## config.mk

```make
export PLATFORM = sky130hd
export DESIGN_NAME = runway_scheduler
export DESIGN_NICKNAME = d
export VERILOG_FILES = /design/src/rtl/runway_scheduler.sv
export SDC_FILE = /design/constraint.sdc
export NUM_CORES = 1
export LEC_CHECK = 0
export ABC_CLOCK_PERIOD_IN_PS = 5400
export CELL_PAD_IN_SITES_DETAIL_PLACEMENT = 1
export CELL_PAD_IN_SITES_GLOBAL_PLACEMENT = 1
export CORE_UTILIZATION = 30
export DETAILED_ROUTE_END_ITERATION = 8
export PLACE_DENSITY = 0.59
export SYNTH_ARGS = -nofsm -noshare
export SYNTH_HDL_FRONTEND = slang
export SYNTH_SLANG_ARGS = --single-unit
```

## constraint.sdc

```tcl
create_clock -name clock -period 5.4 [get_ports clock]
set_input_delay 1.08 -clock clock [delete_from_list [all_inputs] [get_ports clock]]
set_output_delay 1.08 -clock clock [all_outputs]
set_load 0.05 [all_outputs]
```

## src/rtl/runway_scheduler.sv

```systemverilog
// runway_scheduler: two-runway grant scheduler with landing/takeoff FIFOs and a single emergency slot.
// Define LANDING_PRIORITY_EN to serve the landing queue strictly before the takeoff queue.
module runway_scheduler (
    input  logic       clock,
    input  logic       reset,
    input  logic       req_valid,
    input  logic [3:0] req_id,
    input  logic       req_land,
    input  logic       emerg_valid,
    input  logic [3:0] emerg_id,
    input  logic       rel_valid,
    input  logic       rel_runway,
    input  logic [1:0] runway_override,
    input  logic       emergency_override,
    output logic       grant_valid,
    output logic [3:0] grant_id,
    output logic       grant_runway,
    output logic       grant_emerg,
    output logic [1:0] runway_active,
    output logic       emergency,
    output logic       land_full,
    output logic       take_full,
    output logic       req_drop
);

    logic [3:0] r_lq_mem [4];
    logic [3:0] r_tq_mem [4];
    logic [1:0] r_lq_rd, r_lq_wr, r_tq_rd, r_tq_wr;
    logic [2:0] r_lq_cnt, r_tq_cnt;
    logic       r_em_vld;
    logic [3:0] r_em_id;
    logic       r_last_land;
    logic [1:0] r_active;

    logic [1:0] w_free;
    logic       w_any_free;
    logic       w_rwy;
    logic       w_lq_ne, w_tq_ne;
    logic       w_grant_em;
    logic       w_q_ok;
    logic       w_pick_land;
    logic       w_pop_lq, w_pop_tq;
    logic       w_push_lq, w_push_tq;
    logic       w_req_rej;
    logic       w_em_load, w_em_rej;
    logic       w_gnt;
    logic [3:0] w_gnt_id;
    logic [1:0] w_rel_clr, w_set;

    // All decisions use start-of-cycle registered state only.
    assign w_free     = ~r_active & ~runway_override;
    assign w_any_free = |w_free;
    assign w_rwy      = ~w_free[0];
    assign w_lq_ne    = (r_lq_cnt != 3'd0);
    assign w_tq_ne    = (r_tq_cnt != 3'd0);

    assign w_grant_em = r_em_vld & w_any_free;
    assign w_q_ok     = ~r_em_vld & ~emergency_override & w_any_free;

`ifdef LANDING_PRIORITY_EN
    assign w_pick_land = w_lq_ne;
`else
    assign w_pick_land = w_lq_ne & (~w_tq_ne | ~r_last_land);
`endif

    assign w_pop_lq  = w_q_ok & w_pick_land;
    assign w_pop_tq  = w_q_ok & ~w_pick_land & w_tq_ne;
    assign w_push_lq = req_valid &  req_land & (r_lq_cnt != 3'd4);
    assign w_push_tq = req_valid & ~req_land & (r_tq_cnt != 3'd4);
    assign w_req_rej = req_valid & (req_land ? (r_lq_cnt == 3'd4) : (r_tq_cnt == 3'd4));
    assign w_em_load = emerg_valid & ~r_em_vld;
    assign w_em_rej  = emerg_valid &  r_em_vld;

    assign w_gnt     = w_grant_em | w_pop_lq | w_pop_tq;
    assign w_gnt_id  = w_grant_em ? r_em_id :
                       w_pop_lq   ? r_lq_mem[r_lq_rd] : r_tq_mem[r_tq_rd];
    assign w_rel_clr = rel_valid ? (2'b01 << rel_runway) : 2'b00;
    assign w_set     = w_gnt ? (2'b01 << w_rwy) : 2'b00;

    // Payload storage carries no reset; occupancy lives in the pointers and counts.
    always_ff @(posedge clock) begin
        if (w_push_lq) r_lq_mem[r_lq_wr] <= req_id;
        if (w_push_tq) r_tq_mem[r_tq_wr] <= req_id;
        if (w_em_load) r_em_id <= emerg_id;
    end

    always_ff @(posedge clock) begin
        if (reset) begin
            r_lq_rd      <= '0;
            r_lq_wr      <= '0;
            r_lq_cnt     <= '0;
            r_tq_rd      <= '0;
            r_tq_wr      <= '0;
            r_tq_cnt     <= '0;
            r_em_vld     <= 1'b0;
            r_last_land  <= 1'b0;
            r_active     <= '0;
            emergency    <= 1'b0;
            grant_valid  <= 1'b0;
            grant_id     <= '0;
            grant_runway <= 1'b0;
            grant_emerg  <= 1'b0;
            req_drop     <= 1'b0;
        end else begin
            r_lq_wr  <= r_lq_wr + 2'(w_push_lq);
            r_lq_rd  <= r_lq_rd + 2'(w_pop_lq);
            r_lq_cnt <= r_lq_cnt + 3'(w_push_lq) - 3'(w_pop_lq);
            r_tq_wr  <= r_tq_wr + 2'(w_push_tq);
            r_tq_rd  <= r_tq_rd + 2'(w_pop_tq);
            r_tq_cnt <= r_tq_cnt + 3'(w_push_tq) - 3'(w_pop_tq);

            if (w_grant_em)     r_em_vld <= 1'b0;
            else if (w_em_load) r_em_vld <= 1'b1;
            // Lags the slot by one cycle on release so it stays up through the grant pulse.
            emergency <= r_em_vld | w_em_load;

            if (w_pop_lq | w_pop_tq) r_last_land <= w_pop_lq;

            r_active     <= (r_active & ~w_rel_clr) | w_set;
            grant_valid  <= w_gnt;
            grant_id     <= w_gnt ? w_gnt_id : 4'd0;
            grant_runway <= w_gnt & w_rwy;
            grant_emerg  <= w_grant_em;
            req_drop     <= w_req_rej | w_em_rej;
        end
    end

    assign runway_active = r_active;
    assign land_full     = (r_lq_cnt == 3'd4);
    assign take_full     = (r_tq_cnt == 3'd4);

endmodule

```

==> results.txt <==
The signal on the critical path passes through clkdlybuf4s50_1 > o22ai_4 > nand3_1 > a21oi_1 > ha_1 > inv_1 > ha_1 > inv_1 > fa_1 > xor2_1 > xnor2_1 > nor2_1. For the via count of the first global-routing pass, the log shows 1,550. The worst setup path is launched from a primary input. Counting flops and latches in the post-synthesis netlist gives 63. Setup slack on the critical path of the routed design comes to 2166 ps.

After clock tree synthesis, the flow added hold-fix buffers numbering 0. The most common cell in the synthesized netlist is sky130_fd_sc_hd__edfxtp_1. The logs give 0.4415 for the relative slew slack and 1792 ps for the pre-CTS setup slack. The commonest cells after synthesis are 36 x sky130_fd_sc_hd__edfxtp_1, 27 x sky130_fd_sc_hd__dfxtp_1, 22 x sky130_fd_sc_hd__nor2_1. The biggest area contributor in the post-synthesis netlist is sky130_fd_sc_hd__edfxtp_1. The quantity of I/O buffers inserted on ports came out at 30.

The logs give 205 for the total nets after synthesis and 0.1256 for the total global-route track usage. Category of the most critical setup path: primary input to register. The total DRC errors in the routed layout came out at 0. The critical-path cell with the highest stage delay is sky130_fd_sc_hd__clkdlybuf4s50_1.

Path type of the worst min-delay path: register to register. The final design area excluding fillers is 0.003146 mm2. The signal arrival time at the worst endpoint came out at 3440 ps. The maximum count of clock buffers along a single path is 2. Mean instance size in the synthesized netlist: 14.27 um2. The final worst hold slack came out at 461.6 ps.

The die is 94.29 um wide. The largest net degree at the start of global routing was 22. TritonCTS built the clock tree. For the achievable frequency, the log shows 309.2 MHz. On the worst path, the slowest cell contributes a delay of 460 ps. The run gives 4908 um as the routed wire length. The initialized floorplan defines 33 standard-cell rows. The logs give 0.1163 mV for the peak supply drop and 0.6620 for the final estimated routing congestion in global placement. The core area is 0.008217 mm2. Fill cells in the final layout number 865. The setup-violating endpoint count in the final report is 0, and the fraction of final layout cells with drive strength greater than 1 is 0.1719. The area added between synthesis and finish came out at 23.11%. Measured along the y axis, the die boundary spans 94.29 um. The logs give 0 for the total overflow reported by the global router and 0.002555 mm2 for the total standard cell area after synthesis.

After the flow finishes, the layout carries non-filler instances totaling 326. The total via count in the routed design was 1,506; the number of distinct standard cells referenced by the synthesized netlist was 40. The I/O pin total was 31; the async set-or-reset flop fraction in the synthesized netlist was 0.

The analysis attributes to cell leakage a power of 1.103 nW. The violation count after the first detailed-route iteration is 47. Detailed placement finished with a half-perimeter wire length of 3616 um. The multi-input combinational cells in the finished layout cover a total of 864.6 um2. The run gives 0 as the number of warnings reported in the yosys synthesis log. The transition at the pin with the smallest max-transition slack is 835.1 ps.

The predominant post-synthesis flop cell was sky130_fd_sc_hd__edfxtp_1. The run gives 63 as the clock sink total. After synthesis, the cell types taking the most area are sky130_fd_sc_hd__edfxtp_1 42%, sky130_fd_sc_hd__dfxtp_1 21%, sky130_fd_sc_hd__mux4_2 7.1%, sky130_fd_sc_hd__nor2_1 3.2%, sky130_fd_sc_hd__ha_1 2.9%.

The power density over cell area was 410.2 mW/mm2; the antenna diode count was 0. The floorplan die area is 0.008890 mm2, and the maximum net fanout on the critical path is 9. The footprint of the flip-flops and latches is 0.001622 mm2.

The tool flagged a number of max-cap violations equal to 0. The number of antenna-violating nets in the routed design was 0; the synthesized instance count was 179. Setup repair after global routing left no endpoint under its margin. The number of flops mapped to enable cells by yosys is 36. STA puts the critical path data required time at 5610 ps. For the final database, setup skew stands at 8.009 ps. The initial antenna violation count is 0, and the clock period minus final worst setup slack is 3234 ps. The run finished with clean final reports.

The number of max-slew violations in the final report was 0; the maximum level of the CTS H-tree was 3. The final critical-path share of the clock period came out at 0.5988. Routed wire length per instance: 15.06 um.

The first global-routing pass estimated 7928 um of wire. The fraction of post-synthesis cell area in the top cell type by area is 0.4231, and the cell count after placement is 310. Once placement finished, the instance area stood at 0.002967 mm2. In the final design database the tool counted 242 nets.

The first detailed-routing pass took 4 iterations. The per-cell via count in the routed design was 4.620. The tools report the capturing element type of the critical path as a register. Clock-pin slew was measured on the worst setup and hold paths at 80 ps. The number of hold violations in the final report is 0, and the number of gates resized after CTS is 0.

After routing, the total negative slack on setup checks comes to 0 ps. The run gives 9 as the total CTS buffers. The effective utilization at floorplan came out at 0.3109. The later pin in the worst-skew pair is clocked with a latency of 350 ps. In this run the clock root is driven by a sky130_fd_sc_hd__clkbuf_8.

The post-CTS setup-driven buffer insertion count came out at 0. The sequential element share of the synthesized area was 0.6347.
cells in the final DEF (no fill, tap or decap), types with 2 or more instances in the layout:
cell type and n:
sky130_fd_sc_hd__o21ai_0 2, sky130_fd_sc_hd__dfxtp_1 27, sky130_fd_sc_hd__a2111oi_2 3, sky130_fd_sc_hd__edfxtp_1 36, sky130_fd_sc_hd__nor2_1 22, sky130_fd_sc_hd__or3_1 2
sky130_fd_sc_hd__inv_1 10, sky130_fd_sc_hd__and3_1 2, sky130_fd_sc_hd__nor2b_1 7, sky130_fd_sc_hd__nand2_1 3, sky130_fd_sc_hd__nand3_1 2, sky130_fd_sc_hd__mux4_2 8
sky130_fd_sc_hd__fa_1 2, sky130_fd_sc_hd__nor3b_1 3, sky130_fd_sc_hd__clkdlybuf4s50_1 30, sky130_fd_sc_hd__or3b_2 2, sky130_fd_sc_hd__ha_1 6, sky130_fd_sc_hd__xnor2_1 8
sky130_fd_sc_hd__clkinvlp_4 2, sky130_fd_sc_hd__a21oi_1 8, sky130_fd_sc_hd__inv_6 3, sky130_fd_sc_hd__clkbuf_8 9, sky130_fd_sc_hd__nor3_1 3, sky130_fd_sc_hd__nand3b_1 2
metal layers:
metal | GRT usage | up-vias | part of all wire
met2 | 0.2047 | 23 | 0.50
met5 | 0 | - | 0
met1 | 0.1477 | 753 | 0.45
li1 | - | 723 | -
met4 | 0.05385 | 0 | 0.015
met3 | 0.04612 | 7 | 0.035
where the power goes:
| group | leakage, nW | total [W] | internal (W) | switching, W |
|---|---|---|---|---|
| registers | 0.550 | 0.000598 | 0.000556 | 0.0000413 |
| logic | 0.467 | 0.000323 | 0.000146 | 0.000177 |
| clock network | 0.0866 | 0.000369 | 0.000171 | 0.000199 |
| total | 1.10 | 0.00129 | 0.000873 | 0.000417 |
flip-flops by register name, summed over array words and instances, names as in the netlist, 3 cells and up:
name / flops
grant_id: 4
r_em_id: 4
r_lq_mem: 16
r_tq_mem: 16
r_tq_cnt: 3
r_lq_cnt: 3
final cells by class:
| cell class | instances | share of cell area |
|---|---|---|
| sequential | 63 | 0.5155 |
| multi-input combinational | 100 | 0.2749 |
| timing repair buffer | 31 | 0.09785 |
| tap | 105 | 0.04177 |
| clock buffer | 9 | 0.03938 |
| clock inverter | 7 | 0.01750 |
| inverter | 11 | 0.01313 |
kinds of logic (layout without fill, tap and decap cells):
logic type,Yosys count,after routing,share of synthesized area
buffers and inverters,16,58,0.02693
flip-flops,63,63,0.6347
XOR/XNOR,9,9,0.03085
multiplexers,9,9,0.07444
AND/OR/NAND/NOR,54,54,0.1117
adder cells (fa/ha/maj),8,8,0.04505
AO/OA/AOI/OAI,20,20,0.07640
worst max-delay path: cells and delay by family:
family	cells	cell delay, ps
buffers and inverters	3	570
XOR/XNOR	2	310
adder cells (fa/ha/maj)	3	770
AND/OR/NAND/NOR	2	200
AO/OA/AOI/OAI	2	520
final timing paths:
kind / startpoint / end / slack (ps) / depth (start not counted)
max: runway_override[0] / r_tq_cnt[2]$_SDFF_PP0_ / 2170 / 12
min: r_last_land$_SDFFE_PP0P_ / r_last_land$_SDFFE_PP0P_ / 460 / 2
max reg2reg: r_tq_cnt[2]$_SDFF_PP0_ / r_tq_cnt[2]$_SDFF_PP0_ / 2940 / 10
min reg2reg: r_last_land$_SDFFE_PP0P_ / r_last_land$_SDFFE_PP0P_ / 460 / 2
stage by stage:
stage,utilization,total power (W)
3_5_place_dp,0.3610,0.0009361
4_1_cts,0.3828,0.001308
3_3_place_gp,0.3610,0.0009311
5_1_grt,0.3828,0.001361
6_report,0.3828,0.001290
2_1_floorplan,-,0.0008409
Note: power is estimated with default switching activity, not from simulation.
